## config.mk

```make
export PLATFORM = sky130hd
export DESIGN_NAME = ps2_rx_fifo_flat
export DESIGN_NICKNAME = d
export VERILOG_FILES = /design/src/rtl/ps2_rx_fifo_pkg.sv /design/src/rtl/ps2_rx_fifo_if.sv /design/src/rtl/ps2_rx_fifo_sync_fifo.sv /design/src/rtl/ps2_rx_fifo.sv /design/src/flat_wrapper.sv
export SDC_FILE = /design/constraint.sdc
export NUM_CORES = 1
export LEC_CHECK = 0
export BUFFER_PORTS_ARGS = -buffer_cell sky130_fd_sc_hd__buf_2
export CAP_MARGIN = 15
export CORE_MARGIN = 2
export CORE_UTILIZATION = 61
export CTS_CLUSTER_DIAMETER = 200
export CTS_CLUSTER_SIZE = 10
export DETAILED_ROUTE_END_ITERATION = 8
export GPL_ROUTABILITY_DRIVEN = 1
export PLACE_DENSITY = 0.76
export SLEW_MARGIN = 15
export SYNTH_ARGS = -nofsm -noshare
export SYNTH_HDL_FRONTEND = slang
export SYNTH_HIERARCHICAL = 1
export SYNTH_SLANG_ARGS = --single-unit
```

## constraint.sdc

```tcl
create_clock -name clk -period 4.86 [get_ports clk]
set_input_delay 0.729 -clock clk [delete_from_list [all_inputs] [get_ports clk]]
set_output_delay 0.729 -clock clk [all_outputs]
set_load 0.005 [all_outputs]
```

## src/rtl/ps2_rx_fifo_pkg.sv

```systemverilog
// Shared definitions for the PS/2 receive path: FSM state encoding,
// frame geometry and the timeout count helper.
`timescale 1ns/1ps
package ps2_pkg;

  typedef enum logic [1:0] {
    ST_IDLE   = 2'd0,
    ST_DATA   = 2'd1,
    ST_PARITY = 2'd2,
    ST_STOP   = 2'd3
  } ps2_state_t;

  // start + 8 data + parity + stop
  localparam int PS2_FRAME_BITS = 11;
  localparam int PS2_DATA_BITS  = PS2_FRAME_BITS - 3;

  // Number of clk cycles in timeout_us microseconds.
  function automatic int timeout_cycles(input int clk_hz, input int timeout_us);
    return (clk_hz / 1000000) * timeout_us;
  endfunction

endpackage

```

## src/rtl/ps2_rx_fifo_if.sv

```systemverilog
// Core-side bus of the PS/2 receiver: FIFO read port and sticky status.
// master = system core, slave = ps2_rx_fifo.
`timescale 1ns/1ps
interface ps2_rx_fifo_if #(
  parameter int FIFO_AW = 4
);
  logic               rd_en;
  logic [7:0]         rd_data;
  logic               rd_valid;
  logic [FIFO_AW:0]   fifo_count;
  logic               err_parity;
  logic               err_frame;
  logic               overrun;
  logic               clr_err;

  modport master (
    output rd_en, clr_err,
    input  rd_data, rd_valid, fifo_count, err_parity, err_frame, overrun
  );

  modport slave (
    input  rd_en, clr_err,
    output rd_data, rd_valid, fifo_count, err_parity, err_frame, overrun
  );
endinterface

```

## src/rtl/ps2_rx_fifo_sync_fifo.sv

```systemverilog
// Show-ahead synchronous FIFO. The head entry is always visible on rd_data
// (zero when empty). A push into a full FIFO is accepted only if a pop
// happens in the same cycle; otherwise it is dropped and flagged on overflow.
`timescale 1ns/1ps
module sync_fifo #(
  parameter int W  = 8,
  parameter int AW = 4
) (
  input  logic          clk,
  input  logic          rst,
  input  logic          push,
  input  logic [W-1:0]  wr_data,
  input  logic          pop,
  output logic [W-1:0]  rd_data,
  output logic          rd_valid,
  output logic [AW:0]   count,
  output logic          overflow
);
  localparam logic [AW:0] DEPTH = (AW+1)'(2**AW);

  logic [W-1:0]  mem [2**AW];
  logic [AW-1:0] wr_ptr, rd_ptr;
  logic          full, do_push, do_pop;

  assign full     = (count == DEPTH);
  assign rd_valid = (count != '0);
  assign do_pop   = pop & rd_valid;
  assign do_push  = push & (~full | do_pop);
  assign overflow = push & full & ~do_pop;
  assign rd_data  = rd_valid ? mem[rd_ptr] : '0;

  // Storage array; contents beyond count are don't-care so no reset.
  always_ff @(posedge clk) begin
    if (do_push) mem[wr_ptr] <= wr_data;
  end

  // Pointers wrap naturally; count tracks occupancy separately.
  always_ff @(posedge clk or posedge rst) begin
    if (rst) begin
      wr_ptr <= '0;
      rd_ptr <= '0;
      count  <= '0;
    end else begin
      if (do_push) wr_ptr <= wr_ptr + 1'b1;
      if (do_pop)  rd_ptr <= rd_ptr + 1'b1;
      case ({do_push, do_pop})
        2'b10:   count <= count + 1'b1;
        2'b01:   count <= count - 1'b1;
        default: count <= count;
      endcase
    end
  end
endmodule

```

## src/rtl/ps2_rx_fifo.sv

```systemverilog
// PS/2 receive front end: synchroniser, clock deglitch filter, frame FSM,
// byte FIFO and sticky error flags.
// Optional build macro PS2_RX_TIMEOUT_EN adds an inter-edge timeout that
// aborts a stalled frame and flags it as a frame error.
//
// state     | meaning
// ----------+-----------------------------------------------
// ST_IDLE   | waiting for a start bit (data low on a fall)
// ST_DATA   | shifting in 8 data bits, LSB first
// ST_PARITY | next fall carries the odd-parity bit
// ST_STOP   | next fall carries the stop bit; check and push
`timescale 1ns/1ps
module ps2_rx_fifo
  import ps2_pkg::*;
#(
  parameter int CLK_HZ     = 25000000,
  parameter int FIFO_AW    = 4,
  parameter int FILTER_LEN = 8,
  parameter int TIMEOUT_US = 200
) (
  input  logic clk,
  input  logic rst,
  input  logic ps2_clk,
  input  logic ps2_data,
  ps2_rx_fifo_if.slave bus
);
  localparam int TIMEOUT_CYC = timeout_cycles(CLK_HZ, TIMEOUT_US);

  logic [1:0]            sync_clk, sync_data;
  logic                  clk_s, data_s;
  logic [FILTER_LEN-1:0] filt_sh;
  logic                  filt_clk, fall;

  ps2_state_t            state;
  logic [2:0]            bitcnt;
  logic [7:0]            shreg;
  logic                  par_bit;
  logic                  err_parity, err_frame, overrun;
  logic                  stop_fall, par_ok, push, set_par, set_frm;
  logic                  fifo_ovf, timeout_hit;

  assign clk_s  = sync_clk[1];
  assign data_s = sync_data[1];

  // Two-flop synchronisers; idle lines are high.
  always_ff @(posedge clk or posedge rst) begin
    if (rst) begin
      sync_clk  <= 2'b11;
      sync_data <= 2'b11;
    end else begin
      sync_clk  <= {sync_clk[0], ps2_clk};
      sync_data <= {sync_data[0], ps2_data};
    end
  end

  // Clock deglitch: filtered level flips only on a full window of agreement.
  always_ff @(posedge clk or posedge rst) begin
    if (rst) begin
      filt_sh  <= '1;
      filt_clk <= 1'b1;
    end else begin
      filt_sh <= {filt_sh[FILTER_LEN-2:0], clk_s};
      if (&filt_sh)       filt_clk <= 1'b1;
      else if (~|filt_sh) filt_clk <= 1'b0;
    end
  end

  // One-cycle strobe in the cycle the window first reads all-low.
  assign fall = filt_clk & ~|filt_sh;

  assign stop_fall = fall && (state == ST_STOP);
  assign par_ok    = ^{shreg, par_bit};
  assign push      = stop_fall & par_ok & data_s;
  assign set_par   = stop_fall & ~par_ok;
  assign set_frm   = (stop_fall & ~data_s) | timeout_hit;

`ifdef PS2_RX_TIMEOUT_EN
  localparam int TW = $clog2(TIMEOUT_CYC + 1);
  logic [TW-1:0] to_cnt;

  // Down-counter reloaded on every fall and while idle.
  always_ff @(posedge clk or posedge rst) begin
    if (rst)                             to_cnt <= TW'(TIMEOUT_CYC);
    else if (fall || state == ST_IDLE)   to_cnt <= TW'(TIMEOUT_CYC);
    else if (to_cnt != '0)               to_cnt <= to_cnt - 1'b1;
  end

  assign timeout_hit = (state != ST_IDLE) && !fall && (to_cnt == TW'(1));
`else
  logic unused_timeout;
  assign unused_timeout = (TIMEOUT_CYC == 0);
  assign timeout_hit    = 1'b0;
`endif

  // Frame FSM plus the sticky parity/frame flags; set beats clear.
  always_ff @(posedge clk or posedge rst) begin
    if (rst) begin
      state      <= ST_IDLE;
      bitcnt     <= '0;
      shreg      <= '0;
      par_bit    <= 1'b0;
      err_parity <= 1'b0;
      err_frame  <= 1'b0;
    end else begin
      if (set_par)          err_parity <= 1'b1;
      else if (bus.clr_err) err_parity <= 1'b0;
      if (set_frm)          err_frame  <= 1'b1;
      else if (bus.clr_err) err_frame  <= 1'b0;

      if (timeout_hit) begin
        state  <= ST_IDLE;
        bitcnt <= '0;
        shreg  <= '0;
      end else if (fall) begin
        case (state)
          ST_IDLE: begin
            if (!data_s) begin
              state  <= ST_DATA;
              bitcnt <= '0;
            end
          end
          ST_DATA: begin
            shreg <= {data_s, shreg[7:1]};
            if (bitcnt == 3'(PS2_DATA_BITS - 1)) state  <= ST_PARITY;
            else                                 bitcnt <= bitcnt + 3'd1;
          end
          ST_PARITY: begin
            par_bit <= data_s;
            state   <= ST_STOP;
          end
          ST_STOP: state <= ST_IDLE;
          default: state <= ST_IDLE;
        endcase
      end
    end
  end

  // Sticky overrun: a good byte arrived with no room for it.
  always_ff @(posedge clk or posedge rst) begin
    if (rst)              overrun <= 1'b0;
    else if (fifo_ovf)    overrun <= 1'b1;
    else if (bus.clr_err) overrun <= 1'b0;
  end

  sync_fifo #(.W(8), .AW(FIFO_AW)) u_fifo (
    .clk      (clk),
    .rst      (rst),
    .push     (push),
    .wr_data  (shreg),
    .pop      (bus.rd_en),
    .rd_data  (bus.rd_data),
    .rd_valid (bus.rd_valid),
    .count    (bus.fifo_count),
    .overflow (fifo_ovf)
  );

  assign bus.err_parity = err_parity;
  assign bus.err_frame  = err_frame;
  assign bus.overrun    = overrun;
endmodule

```

## src/flat_wrapper.sv

```systemverilog
// flat-port wrapper written by rule: the top's interface ports become plain ports
module ps2_rx_fifo_flat import ps2_pkg::*;
#(
  parameter int CLK_HZ     = 25000000,
  parameter int FIFO_AW    = 4,
  parameter int FILTER_LEN = 8,
  parameter int TIMEOUT_US = 200
)
  (clk, rst, ps2_clk, ps2_data, bus_rd_en, bus_clr_err, bus_rd_data, bus_rd_valid, bus_fifo_count, bus_err_parity, bus_err_frame, bus_overrun);
  ps2_rx_fifo_if #(.FIFO_AW(FIFO_AW)) bus_i ();
  input  logic clk;
  input  logic rst;
  input  logic ps2_clk;
  input  logic ps2_data;
  input wire logic [$bits(bus_i.rd_en)-1:0] bus_rd_en;
  input wire logic [$bits(bus_i.clr_err)-1:0] bus_clr_err;
  output wire logic [$bits(bus_i.rd_data)-1:0] bus_rd_data;
  output wire logic [$bits(bus_i.rd_valid)-1:0] bus_rd_valid;
  output wire logic [$bits(bus_i.fifo_count)-1:0] bus_fifo_count;
  output wire logic [$bits(bus_i.err_parity)-1:0] bus_err_parity;
  output wire logic [$bits(bus_i.err_frame)-1:0] bus_err_frame;
  output wire logic [$bits(bus_i.overrun)-1:0] bus_overrun;
  assign bus_i.rd_en = bus_rd_en;
  assign bus_i.clr_err = bus_clr_err;
  assign bus_rd_data = bus_i.rd_data;
  assign bus_rd_valid = bus_i.rd_valid;
  assign bus_fifo_count = bus_i.fifo_count;
  assign bus_err_parity = bus_i.err_parity;
  assign bus_err_frame = bus_i.err_frame;
  assign bus_overrun = bus_i.overrun;
  ps2_rx_fifo #(.CLK_HZ(CLK_HZ), .FIFO_AW(FIFO_AW), .FILTER_LEN(FILTER_LEN), .TIMEOUT_US(TIMEOUT_US)) u_core (.clk(clk), .rst(rst), .ps2_clk(ps2_clk), .ps2_data(ps2_data), .bus(bus_i));
endmodule
```

# Yosys cells after proc, flatten, opt, wreduce, memory -nomap -nowiden
# Memory sizes are Yosys's and may differ from the RTL's.
# Index checks and enable logic that the tools add are counted.
# classes
eq_ne,11
n_reduce_logical,16
bitwise,14
addsub,5
n_mux,16
# ops
op,n
$pmux W5 S2,1
$reduce_bool A2 Y1,5
$and A1 B1 Y1,9
$reduce_xor A9 Y1,1
$add A4 B1 Y4 const B,2
$mux W1,8
$mux W8,1
$pmux W2 S4,1
$reduce_and A8 Y1,1
$reduce_or A8 Y1,1
$eq A2 B2 Y1 const B,3
$mux W3,2
$pmux W3 S2,1
$add A5 B1 Y5 const B,1
$eq A5 B5 Y1 const B,1
$reduce_bool A5 Y1,1
$sub A5 B1 Y5 const B,1
$eq A2 B1 Y1 const B,2
$mux W2,2
$ne A2 B1 Y1 const B,2
$ne A2 B2 Y1 const B,2
$not A1 Y1,4
$reduce_and A2 Y1,2
$reduce_and A4 Y1,1
7 further kinds,7
# word_totals
reg_bits,43
out_inout_bits,17
mem_count,1
input_bits,6
ramBits,128
elab_cells,77
# mem_list
name,depth,width,read_ports,rd_ports_with_merged_regs,wr,line,rtl
u_core.u_fifo.mem,16,8,1,0,1,ps2_rx_fifo_sync_fifo.sv:21,logic [W-1:0] mem [2**AW];

# Logic depth before layout (Yosys ltp)
# Gate-level depths: netlist (run 1).
# logic_depth
word_depth,9
depth_mapped,13
depth_no_buf,12

# Hierarchy
# The synthesis (run 1) kept the hierarchy.
# modules_own_cells
module,cells_per_inst,n_inst,seq_area_each_um2,area_each_um2
sync_fifo,306,1,4169.0,5859.4
ps2_rx_fifo,88,1,767.0,1302.5

# Worst setup path after synthesis (run 1)
# Ideal clock, no wire load.
# synth_timing
path_kind,register to register
startpoint,register u_core.shreg[3]
endpoint,register u_core.u_fifo.count[4]
period_less_slack_ns,3.558
path_buffers,0
slack_ns,1.302
required_time_ns,4.734
arrival_ns,3.432
setup_ns,0.126
path_stages_with_launch,13
cell_sequence,dfrtp_1 xor2_1 xnor3_1 xnor2_1 nor3_1 nor2b_1 a21boi_1 xor2_1 ha_1 and3_1 o21ai_0 mux2i_1 a311o_1
# synth_between
elab_chain_cells,6
elab_cells_between_ends,8
cone_classes,2 x eq/ne; 1 x mux; 3 x bitwise; 2 x reduce/logical
# synth_rtl
element,line,rtl
from (decl),ps2_rx_fifo.sv:36,logic [7:0] shreg;
from (signal assigned),ps2_rx_fifo.sv:123,"shreg <= {data_s, shreg[7:1]};"
$reduce_xor A9 Y1 *,ps2_rx_fifo.sv:72,"assign par_ok = ^{shreg, par_bit};"
$and A1 B1 Y1 * (2 in a row),ps2_rx_fifo.sv:73,assign push = stop_fall & par_ok & data_s;
named net u_core.push,ps2_rx_fifo.sv:39,"logic stop_fall, par_ok, push, set_par, set_frm;"
$and A1 B1 Y1 *,ps2_rx_fifo_sync_fifo.sv:28,assign do_push = push & (~full | do_pop);
$eq A2 B1 Y1 or $eq A2 B2 Y1 (tied branches),ps2_rx_fifo_sync_fifo.sv:46,"case ({do_push, do_pop})"
$pmux W5 S2 or $reduce_bool A2 Y1 (tied branches),--,
to (signal assigned),ps2_rx_fifo_sync_fifo.sv:47,2'b10: count <= count + 1'b1;
to (signal assigned),ps2_rx_fifo_sync_fifo.sv:48,2'b01: count <= count - 1'b1;
to (signal assigned),ps2_rx_fifo_sync_fifo.sv:49,default: count <= count;
to (decl),ps2_rx_fifo_sync_fifo.sv:16,"output logic [AW:0] count,"
# Mark *: on every way through the listed nets, which the timed path passes. The rest lies on a longest branch.
# A chain may end at the register's enable or synchronous reset.

# Worst setup path after layout (run 1)
# Same ends and word-level chain as after synthesis.

==> results of run 1 <==
[flip-flops by register name, indices dropped and copies added (netlist names)]
signal                 flops
u_core/u_fifo/count        5
u_core/sync_clk            2
u_core/state               2
u_core/bus.err_parity      1
u_core/filt_sh             8
u_core/u_fifo/mem        128
u_core/bus.overrun         1
u_core/filt_clk            1
u_core/par_bit             1
u_core/bus.err_frame       1
u_core/sync_data           2
u_core/u_fifo/wr_ptr       4
u_core/u_fifo/rd_ptr       4
u_core/bitcnt              3
u_core/shreg               8
[power groups by stage]
stage / Combinational [mW] / Clock (mW) / Sequential, mW
after floorplan: 0.516 / 0 / 1.68
after global placement: 0.489 / 0 / 1.83
after detailed placement: 0.497 / 0 / 1.84
after CTS: 0.501 / 1.30 / 1.81
after global routing: 0.538 / 1.36 / 1.82
final: 0.493 / 1.28 / 1.81
[per-layer routing]
metal,up-vias,global-route usage (%)
li1,1589,-
met1,1858,31.53
met2,129,36.02
met3,29,5.670
met4,0,9.756
met5,-,0
[logic make-up after synthesis]
kind of cell / after synthesis / share of synthesized area [%]
flip-flops: 171 / 68.92
multiplexers: 63 / 15.29
adder cells (fa/ha/maj): 13 / 2.271
AO/OA/AOI/OAI: 38 / 3.547
AND/OR/NAND/NOR: 61 / 5.433
XOR/XNOR: 16 / 2.149
buffers and inverters: 32 / 2.393
[per-stage QoR]
stage / power (mW) / hold slack [ns] / cells / area (µm²)
6_report: 3.576 / 0.3491 / 581 / 7954
5_1_grt: 3.727 / 0.3621 / 581 / 7954
4_1_cts: 3.610 / 0.3485 / 581 / 7954
3_5_place_dp: 2.336 / 0.3478 / 549 / 7390
3_3_place_gp: 2.323 / 0.3453 / 549 / 7390
2_1_floorplan: 2.194 / 0.3452 / 394 / 7162
[area by class of cell]
| class | count | area [µm²] |
|---|---|---|
| flip-flops and latches | 171 | 4937 |
| well taps | 143 | 178.9 |
| clock inverters | 15 | 138.9 |
| repair buffers | 29 | 162.7 |
| inverters | 15 | 56.30 |
| fillers | 745 | 3465 |
| multi-input cells | 191 | 2054 |
| clock buffers | 17 | 425.4 |
[layout by cell type, fill, tap and decap left out, types with 4 or more instances in the layout]
cell type	Yosys	routed
inv_6	0	6
and2_1	9	9
o21ai_1	9	9
o21ai_0	4	4
a21oi_1	10	10
nor4_1	4	4
inv_1	15	14
mux2_4	10	10
clkinvlp_4	0	5
nand2b_1	4	4
mux4_2	32	32
dfstp_2	13	13
buf_4	4	7
buf_2	5	22
mux2_2	9	9
nand2_1	9	9
clkbuf_16	0	17
xnor2_1	10	10
mux2i_1	10	10
dfrtp_1	30	29
nor2_1	8	8
nand3_1	5	5
edfxtp_1	128	128
ha_1	13	13
xor2_1	5	5
[synth_stat cells, types with 3 or more instances]
cell	number	area, µm²
a21oi_1	10	50.05
and2_1	9	56.30
buf_2	5	25.02
buf_4	4	30.03
buf_6	4	45.04
clkbuf_1	4	15.01
dfrtp_1	30	750.7
dfstp_2	13	341.6
edfxtp_1	128	3844
ha_1	13	162.7
inv_1	15	56.30
mux2_2	9	101.4
mux2_4	10	150.1
mux2i_1	10	100.1
mux4_2	32	720.7
nand2_1	9	33.78
nand2b_1	4	25.02
nand3_1	5	25.02
nand4_1	3	18.77
nor2_1	8	30.03
nor3_1	3	15.01
nor3b_1	3	22.52
nor4_1	4	25.02
o21ai_0	4	20.02
o21ai_1	9	45.04
xnor2_1	10	87.58
xor2_1	5	43.79
[final timing paths]
check                                         from  cells after the start  slack (ns)                     end
worst max-delay path               u_core/shreg[3]                     13        0.92  u_core/u_fifo/count[4]
worst min-delay path                           rst                      2        0.35  u_core/u_fifo/count[4]
worst max register to register     u_core/shreg[3]                     13        0.92  u_core/u_fifo/count[4]
worst min register to register  u_core/sync_clk[1]                      0        0.36       u_core/filt_sh[0]
max in group asynchronous                      rst                      2        4.05        u_core/bitcnt[0]
min in group clk                u_core/sync_clk[1]                      0        0.36       u_core/filt_sh[0]
==> results.py, run 1 <==
metrics = {
    "route": {
        "drc": 0,
        "drtIter0Drc": 338,
        "drt-wirelength-per-cell_um": 22.89,
        "met2_length_um": 6694,
        "num_vias": 3605,
        "drt-total-wl_um": 13300,
        "drtPass1Iterations": 4,
        "vias_per_cell": 6.205,
        "met3_length_um": 744,
        "antenna_left": 0,
        "highest-signal-layer": "met4",
        "wl_met1_um": 5515,
    },
    "final_layout": {
        "drive_gt1_share_pct": 31.51,
        "fin_nets": 444,
        "num_antenna_cells": 0,
        "finish.utilization_pct": 69.66,
        "syn_to_final_growth_pct": 11.06,
    },
    "power_and_ir_drop": {
        "p_comb_share_pct": 13.8,
        "pwr-share-clk_pct": 35.8,
        "ir_drop_mv": 0.3036,
        "p_sw_share_pct": 27.55,
        "power.density_nw_per_um2": 449.6,
        "internal_power_mw": 2.591,
        "power_frac_seq_pct": 50.5,
        "p_leak_nw": 2.806,
        "switching_power_uw": 985.4,
    },
    "logic_synthesis": {
        "synth_edf_count": 128,
        "avgSynthCellArea_um2": 18.18,
        "synthFlopType": "edfxtp_1",
        "ys_warn_count": 6,
        "ys_seq_area_share_pct": 68.92,
        "synth_nets": 413,
        "ys_async_sr_fraction_pct": 25.15,
        "ys_seq_elements": 171,
        "synth_cells": 394,
        "netlist_area_um2": 7162,
        "yosysUniqueCellTypes": 54,
    },
    "worst_setup_path": {
        "max_stage_delay_ns": 0.70,
        "cp_max_fo": 19,
        "cp.arrival_ns": 4.24,
        "criticalPathCategory": "register to register",
        "crit_slowest_cell": "dfrtp_1",
        "crit_path_end_kind": "register",
        "critical_path.startpoint_type": "register",
        "critical-path-top-delay-family": "XOR/XNOR gates",
        "cp_cell_sequence": "xor2_1, xnor3_1, xnor2_1, nor3_1, buf_4, nor2b_1, a21boi_1, xor2_1, ha_1, and3_1, o21ai_0, mux2i_1, a311o_1",
        "cp_num_buf_inv": 1,
        "cpMostUsedCell": "xor2_1",
        "required_ns": 5.16,
    },
    "global_route": {
        "grt_pass1_wl_um": 20810,
        "grt_overflow": 0,
        "grt_max_degree": 36,
        "grt_pass1_vias": 3743,
        "antenna_found_initial": 0,
        "grt_util_all_layers_pct": 23.00,
    },
    "floorplan": {
        "coreArea_um2": 11420,
        "start_util_pct": 62.72,
        "io_pins": 23,
        "rows": 39,
        "die_x_um": 112.4,
        "die_height_um": 112.4,
        "die_area_um2": 12620,
    },
    "placement": {
        "dp_slack_ns": 0.9933,
        "port_buffers": 22,
        "routabilityCongestion": 0.7929,
        "dp_hpwl_um": 7994,
    },
    "clock_tree": {
        "post_cts_buffers": 0,
        "clock_latency_ns": 0.42,
        "ctsHoldBuffers": 0,
        "root_buffer": "clkbuf_16",
        "numCtsBuffers": 17,
        "path_clk_slew_ns": 0.07,
        "cts_tree": "built",
        "cts_resized": 0,
        "cts_num_sinks": 171,
        "cts.htree.levels": 4,
        "cts_max_path_buffers": 2,
    },
    "sta": {
        "timing.fmax_mhz": 253.6,
        "skew_ns": 0.007607,
        "hold_viol": 0,
        "tightestPinTransition_ns": 1.126,
        "setup_tns_ns": 0,
        "rsz0062_at_grt": "false",
        "slew_violations": 0,
        "setup_violations": 0,
        "fin_ws_ns": 0.9169,
        "fin_crit_sh_pct": 81.13,
        "slew_headroom_pct": 24.93,
        "period_minus_slack_ns": 3.943,
    },
    "run": {
        "drv_cap": 0,
    },
    "outcome": {
        "status": "complete, no violations",
    },
    "min_path": {
        "worstHoldPathType": "input port to async pin",
    },
}
(Power assumes the default switching activity.)
==> run 2: changes to the inputs <==
--- a/config.mk
+++ b/config.mk
@@ -5,15 +5,16 @@
 export SDC_FILE = /design/constraint.sdc
 export NUM_CORES = 1
 export LEC_CHECK = 0
+export ABC_AREA = 1
 export BUFFER_PORTS_ARGS = -buffer_cell sky130_fd_sc_hd__buf_2
 export CAP_MARGIN = 15
 export CORE_MARGIN = 2
-export CORE_UTILIZATION = 61
+export CORE_UTILIZATION = 62
 export CTS_CLUSTER_DIAMETER = 200
 export CTS_CLUSTER_SIZE = 10
 export DETAILED_ROUTE_END_ITERATION = 8
 export GPL_ROUTABILITY_DRIVEN = 1
-export PLACE_DENSITY = 0.76
+export PLACE_DENSITY = 0.78
 export SLEW_MARGIN = 15
 export SYNTH_ARGS = -nofsm -noshare
 export SYNTH_HDL_FRONTEND = slang
==> constraint.sdc (replaced) <==
create_clock -name clk -period 3.7 [get_ports clk]
set_input_delay 0.555 -clock clk [delete_from_list [all_inputs] [get_ports clk]]
set_output_delay 0.555 -clock clk [all_outputs]
set_load 0.005 [all_outputs]
==> run 2 against run 1 <==
Effect of this change:
- clock power is 27% higher
- die area is 0.56% higher
- global-route usage is 3.1 points higher
- critical path depth is 6 lower
- count of clock-buffer cells in the layout is 5 higher
- combinational power grew to 3.3 times the previous value
- worst hold slack worse by 0.16 ns
- largest cell class unchanged
==> results.py, run 2 <==
metrics = {
    "final_layout": {
        "num_antenna_cells": 0,
        "top_register": "u_core/u_fifo/mem",
        "final_common_cell": "edfxtp_1",
        "largest_register_ffs": 128,
        "final_cell_mix": "edfxtp_1 (128), nor2_1 (106), o21ai_0 (75)",
        "syn_to_final_growth_pct": 10.97,
        "num-fill-cells": 791,
        "fin_nets": 672,
        "drive_gt1_share_pct": 17.12,
        "top_regs": "u_core/u_fifo/mem: 128 flops, u_core/filt_sh: 8 flops, u_core/shreg: 8 flops",
    },
    "power_and_ir_drop": {
        "power.density_nw_per_um2": 667.2,
        "p_sw_share_pct": 34.18,
        "p_leak_nw": 3.227,
        "internal_power_mw": 3.568,
        "switching_power_mw": 1.853,
        "pwr-share-clk_pct": 30.0,
        "power_frac_seq_pct": 40.1,
        "p_comb_share_pct": 29.8,
        "ir_drop_mv": 0.4766,
    },
    "logic_synthesis": {
        "yosys.area.top_type_share_pct": 52.49,
        "synthTopCellsByCount": "edfxtp_1 (128), nor2_1 (106), o21ai_0 (75)",
        "synth_top_area_cell": "edfxtp_1",
        "synth_area_leaders": "edfxtp_1 (52%), dfrtp_1 (10%), nor2_1 (5.4%)",
        "synth_nets": 640,
        "yosysUniqueCellTypes": 37,
        "ys_seq_elements": 171,
        "avgSynthCellArea_um2": 11.79,
        "yosysMostFrequentCell": "edfxtp_1",
        "ys_seq_area_share_pct": 67.41,
        "ys_warn_count": 6,
        "ys_async_sr_fraction_pct": 25.15,
        "synthFlopType": "edfxtp_1",
        "synth_edf_count": 128,
        "netlist_area_um2": 7322,
        "synth_cells": 621,
    },
    "sta": {
        "setup_tns_ns": 0,
        "hold_viol": 0,
        "setup_violations": 0,
        "rsz0062_at_grt": "false",
        "period_minus_slack_ns": 3.076,
        "tightestPinTransition_ns": 0.7338,
        "fin_crit_sh_pct": 83.14,
        "slew_headroom_pct": 50.90,
        "skew_ns": 0.007205,
        "slew_violations": 0,
        "fin_ws_ns": 0.6238,
        "timing.fmax_mhz": 325.1,
    },
    "route": {
        "vias_per_cell": 6.067,
        "drt-total-wl_um": 15530,
        "drc": 0,
        "drtIter0Drc": 414,
        "drt-wirelength-per-cell_um": 19.20,
        "num_vias": 4908,
        "drtPass1Iterations": 7,
        "antenna_left": 0,
    },
    "worst_setup_path": {
        "rr_startpoint": "u_core/shreg[6]",
        "crit_slowest_cell": "buf_4",
        "crit_path_start": "u_core/u_fifo/rd_ptr[0]",
        "reg2regPathDepth": 22,
        "cp.arrival_ns": 2.52,
        "cp_max_fo": 48,
        "cp_cell_sequence": "inv_2, buf_4, o21ai_0, o221ai_1, nand3_1, a21oi_1, buf_2",
        "critical_path.startpoint_type": "register",
        "crit_path_end_kind": "output port",
        "required_ns": 3.14,
        "max_stage_delay_ns": 0.47,
        "criticalPathCategory": "register to output port",
    },
    "global_route": {
        "grt_pass1_wl_um": 24790,
        "grt_overflow": 0,
        "grt_max_degree": 67,
        "grt_pass1_vias": 4871,
        "antenna_found_initial": 0,
        "grt_util_all_layers_pct": 26.09,
    },
    "floorplan": {
        "io_pins": 23,
        "die_height_um": 112.7,
        "coreArea_um2": 11470,
        "die_area_um2": 12690,
        "start_util_pct": 63.85,
        "rows": 39,
        "die_x_um": 112.7,
    },
    "min_path": {
        "worstHoldPathType": "input port to async pin",
    },
    "clock_tree": {
        "post_cts_buffers": 0,
        "cts.htree.levels": 4,
        "root_buffer": "clkbuf_16",
        "cts_max_path_buffers": 2,
        "numCtsBuffers": 17,
        "cts_resized": 0,
        "path_clk_slew_ns": 0.06,
        "clock_latency_ns": 0.42,
        "cts_tree": "built",
        "ctsHoldBuffers": 0,
        "cts_num_sinks": 171,
    },
    "outcome": {
        "status": "complete, no violations",
    },
    "placement": {
        "routabilityCongestion": 0.9374,
        "dp_slack_ns": 0.7947,
        "port_buffers": 22,
        "dp_hpwl_um": 9815,
    },
    "run": {
        "drv_cap": 0,
    },
}
==> run 2: layout make-up <==
class / instances / area (µm²) / area share, %
clock inverters: 10 / 92.59 / 1.140
inverters: 44 / 166.4 / 2.048
flip-flops and latches: 171 / 4936 / 60.75
well taps: 143 / 178.9 / 2.202
repair buffers: 38 / 230.2 / 2.833
clock buffers: 22 / 454.2 / 5.590
multi-input cells: 381 / 2067 / 25.44
==> run 2: power groups by stage <==
stage               registers (mW)  logic (mW)  clock network [mW]
finish                        2.17        1.62                1.63
global route                  2.18        1.78                1.73
CTS                           2.18        1.59                1.65
detailed placement            2.21        1.57                   0
global placement              2.21        1.52                   0
floorplan                     2.21        1.14                   0
==> run 2: path summary, 6_finish.rpt <==
check | slack, ns | to
min | 0.18 | u_core/u_fifo/rd_ptr[2]
max | 0.62 | bus_rd_data[7]
min in group clk | 0.23 | u_core/sync_data[0]
max in group asynchronous | 3.10 | u_core/shreg[2]
min reg2reg | 0.36 | u_core/filt_sh[0]
max reg2reg | 0.76 | u_core/u_fifo/count[4]
==> run 2: through the flow <==
step	cells	utilization (%)	cell area, µm²	power [mW]	hold slack, ns
floorplan	621	-	7322	3.353	0.3452
global placement	777	66.09	7579	3.733	0.3457
detailed placement	777	66.09	7579	3.789	0.3468
CTS	809	70.86	8125	5.418	0.1760
global route	809	70.86	8125	5.698	0.2092
finish	809	70.86	8125	5.421	0.1847
==> run 2: kinds of logic after synthesis <==
kind of cell / synth area share [%]
AO/OA/AOI/OAI: 10.83
XOR/XNOR: 1.077
flip-flops: 67.41
adder cells (fa/ha/maj): 2.222
buffers and inverters: 4.357
AND/OR/NAND/NOR: 14.10
==> run 2: layer usage <==
layer  global-route usage, %  routed length [µm]
met4                   11.38                 520
met5                       0                   0
met3                   6.749                1206
met1                   33.79                6278
met2                   42.16                7525
==> run 2: worst max-delay path, delay by kind of cell, from the launching register on <==
| kind | cells | cell delay, ns |
|---|---|---|
| buf+inv | 3 | 0.88 |
| compound gates | 3 | 0.69 |
| flops | 1 | 0.38 |
| simple gates | 1 | 0.13 |
==> run 3: changes to the inputs <==
--- a/config.mk
+++ b/config.mk
@@ -5,16 +5,16 @@
 export SDC_FILE = /design/constraint.sdc
 export NUM_CORES = 1
 export LEC_CHECK = 0
-export ABC_AREA = 1
+export ABC_AREA = 0
 export BUFFER_PORTS_ARGS = -buffer_cell sky130_fd_sc_hd__buf_2
 export CAP_MARGIN = 15
 export CORE_MARGIN = 2
-export CORE_UTILIZATION = 62
+export CORE_UTILIZATION = 61
 export CTS_CLUSTER_DIAMETER = 200
 export CTS_CLUSTER_SIZE = 10
 export DETAILED_ROUTE_END_ITERATION = 8
 export GPL_ROUTABILITY_DRIVEN = 1
-export PLACE_DENSITY = 0.78
+export PLACE_DENSITY = 0.76
 export SLEW_MARGIN = 15
 export SYNTH_ARGS = -nofsm -noshare
 export SYNTH_HDL_FRONTEND = slang
==> constraint.sdc (replaced) <==
create_clock -name clk -period 3.2 [get_ports clk]
set_input_delay 0.48 -clock clk [delete_from_list [all_inputs] [get_ports clk]]
set_output_delay 0.48 -clock clk [all_outputs]
set_load 0.005 [all_outputs]
==> run 3 against run 2 <==
Effect of this change:
- clock skew is 0.0034 ns higher
- clock power increased by 17%
- critical path depth grew 5
- register-to-register slack worse by 0.54 ns
- sequential cell count did not move
- combinational power down 52%
- count of clock-buffer cells in the layout decreased by 3
- cell count shrank 26%
- worst setup slack got worse by 0.41 ns
- total power fell by 1.4%
- largest power group unchanged
==> results.py, run 3 (synthesized netlist as in run 1, its figures left out) <==
metrics = {
    "final_layout": {
        "largest_register_ffs": 128,
        "fin_nets": 461,
        "drive_gt1_share_pct": 34.51,
        "final_cell_mix": "edfxtp_1 (128), mux4_2 (32), dfrtp_1 (27)",
        "num_antenna_cells": 0,
        "final_common_cell": "edfxtp_1",
        "top_regs": "u_core/u_fifo/mem: 128 flops, u_core/filt_sh: 8 flops, u_core/shreg: 8 flops",
        "top_register": "u_core/u_fifo/mem",
        "design_area_um2": 8132,
        "finish.utilization_pct": 71.21,
        "syn_to_final_growth_pct": 13.54,
        "final_cells": 598,
    },
    "route": {
        "vias_per_cell": 5.921,
        "drt-total-wl_um": 12210,
        "drtIter0Drc": 174,
        "drc": 0,
        "num_vias": 3541,
        "drtPass1Iterations": 5,
        "antenna_left": 0,
        "drt-wirelength-per-cell_um": 20.42,
    },
    "sta": {
        "whs_ns": 0.1579,
        "setup_tns_ns": 0,
        "setup_violations": 0,
        "slew_headroom_pct": 56.35,
        "hold_viol": 0,
        "rsz0062_at_grt": "false",
        "slew_violations": 0,
        "skew_ns": 0.01062,
        "tightestPinTransition_ns": 0.6548,
        "timing.fmax_mhz": 335.0,
        "period_minus_slack_ns": 2.985,
        "fin_crit_sh_pct": 93.27,
        "fin_ws_ns": 0.2153,
    },
    "worst_setup_path": {
        "criticalPathCategory": "register to register",
        "max_stage_delay_ns": 0.39,
        "critical-path-top-delay-family": "XOR/XNOR gates",
        "crit_path_end_kind": "register",
        "cp_cell_sequence": "xnor2_1, xnor3_1, xnor2_2, nor3_4, nor2b_1, a21boi_4, xor2_1, ha_1, and3_1, o21ai_1, mux2i_1, a311o_1",
        "cp.depth": 12,
        "cp_num_buf_inv": 0,
        "cp_max_fo": 5,
        "critical_path.startpoint_type": "register",
        "required_ns": 3.50,
        "cp.arrival_ns": 3.29,
        "crit_slowest_cell": "dfrtp_1",
        "reg2regPathDepth": 12,
    },
    "power_and_ir_drop": {
        "switching_power_mw": 1.447,
        "p_comb_share_pct": 14.4,
        "pwr-share-clk_pct": 35.7,
        "internal_power_mw": 3.897,
        "p_leak_nw": 2.922,
        "total_power_mw": 5.345,
        "p_sw_share_pct": 27.08,
        "power.density_nw_per_um2": 657.3,
        "power_frac_seq_pct": 49.9,
        "ir_drop_mv": 0.7129,
    },
    "floorplan": {
        "io_pins": 23,
        "die_x_um": 112.4,
        "coreArea_um2": 11420,
        "die_height_um": 112.4,
        "die_area_um2": 12620,
        "rows": 39,
        "start_util_pct": 62.72,
    },
    "clock_tree": {
        "clock_latency_ns": 0.42,
        "root_buffer": "clkbuf_16",
        "post_cts_buffers": 0,
        "cts_tree": "built",
        "cts_num_sinks": 171,
        "path_clk_slew_ns": 0.07,
        "cts.htree.levels": 4,
        "numCtsBuffers": 17,
        "cts_max_path_buffers": 2,
    },
    "global_route": {
        "grt_util_all_layers_pct": 21.57,
        "grt_pass1_vias": 3890,
        "antenna_found_initial": 0,
        "grt_max_degree": 31,
        "grt_pass1_wl_um": 20280,
        "grt_overflow": 0,
    },
    "min_path": {
        "worstHoldPathType": "input port to register",
        "holdPathStages": 1,
    },
    "outcome": {
        "status": "complete, no violations",
    },
    "placement": {
        "dp_cells": 564,
        "routabilityCongestion": 0.8542,
        "place_area_um2": 7520,
        "dp_hpwl_um": 7819,
        "dp_slack_ns": 0.009968,
        "port_buffers": 22,
    },
    "run": {
        "drv_cap": 0,
    },
}
run 3: metal layers:
metal / vias up / wire [µm] / global-route usage [%]
li1: 1625 / - / -
met1: 1818 / 5107 / 28.46
met2: 87 / 6387 / 36.31
met3: 11 / 590 / 4.428
met4: 0 / 124 / 7.642
met5: - / 0 / 0
run 3: repair_timing:
action                     4_1_cts  5_1_grt
gates resized for setup          2        2
pin swaps                        0        1
gates cloned                     0        0
hold buffers                     0        1
setup endpoints to repair        2        1
hold endpoints to repair         0        4
run 3: final cells by class:
class	instances	area [µm²]
inverter	15	56.30
fill	729	3287
clock inverter	13	102.6
timing repair buffer	46	312.8
tap	143	178.9
multi-input combinational	191	2085
sequential	171	4942
clock buffer	19	454.2
run 3: final timing paths:
check                                     from                      end  slack [ns]
min                                   ps2_data      u_core/sync_data[0]        0.16
max                            u_core/shreg[7]   u_core/u_fifo/count[4]        0.22
min in group asynchronous                  rst       u_core/bus.overrun        0.52
min reg2reg                u_core/sync_data[0]      u_core/sync_data[1]        0.36
max reg2reg                    u_core/shreg[7]   u_core/u_fifo/count[4]        0.22
max in group asynchronous                  rst  u_core/u_fifo/rd_ptr[1]        2.17
run 3: power by group through the flow:
stage | combinational (mW) | clock (mW) | sequential (mW)
3_5_place_dp | 0.775 | 0 | 2.72
4_1_cts | 0.774 | 1.94 | 2.67
6_report | 0.770 | 1.91 | 2.67
5_1_grt | 0.848 | 2.04 | 2.70
3_3_place_gp | 0.758 | 0 | 2.71
2_1_floorplan | 0.756 | 0 | 2.55
run 3: worst register-to-register path, stage by stage, from the launching register on:
cell,delay (ns)
dfrtp_1,0.39
xnor2_1,0.24
xnor3_1,0.39
xnor2_2,0.23
nor3_4,0.06
nor2b_1,0.16
a21boi_4,0.26
xor2_1,0.10
ha_1,0.24
and3_1,0.19
o21ai_1,0.20
mux2i_1,0.10
a311o_1,0.32
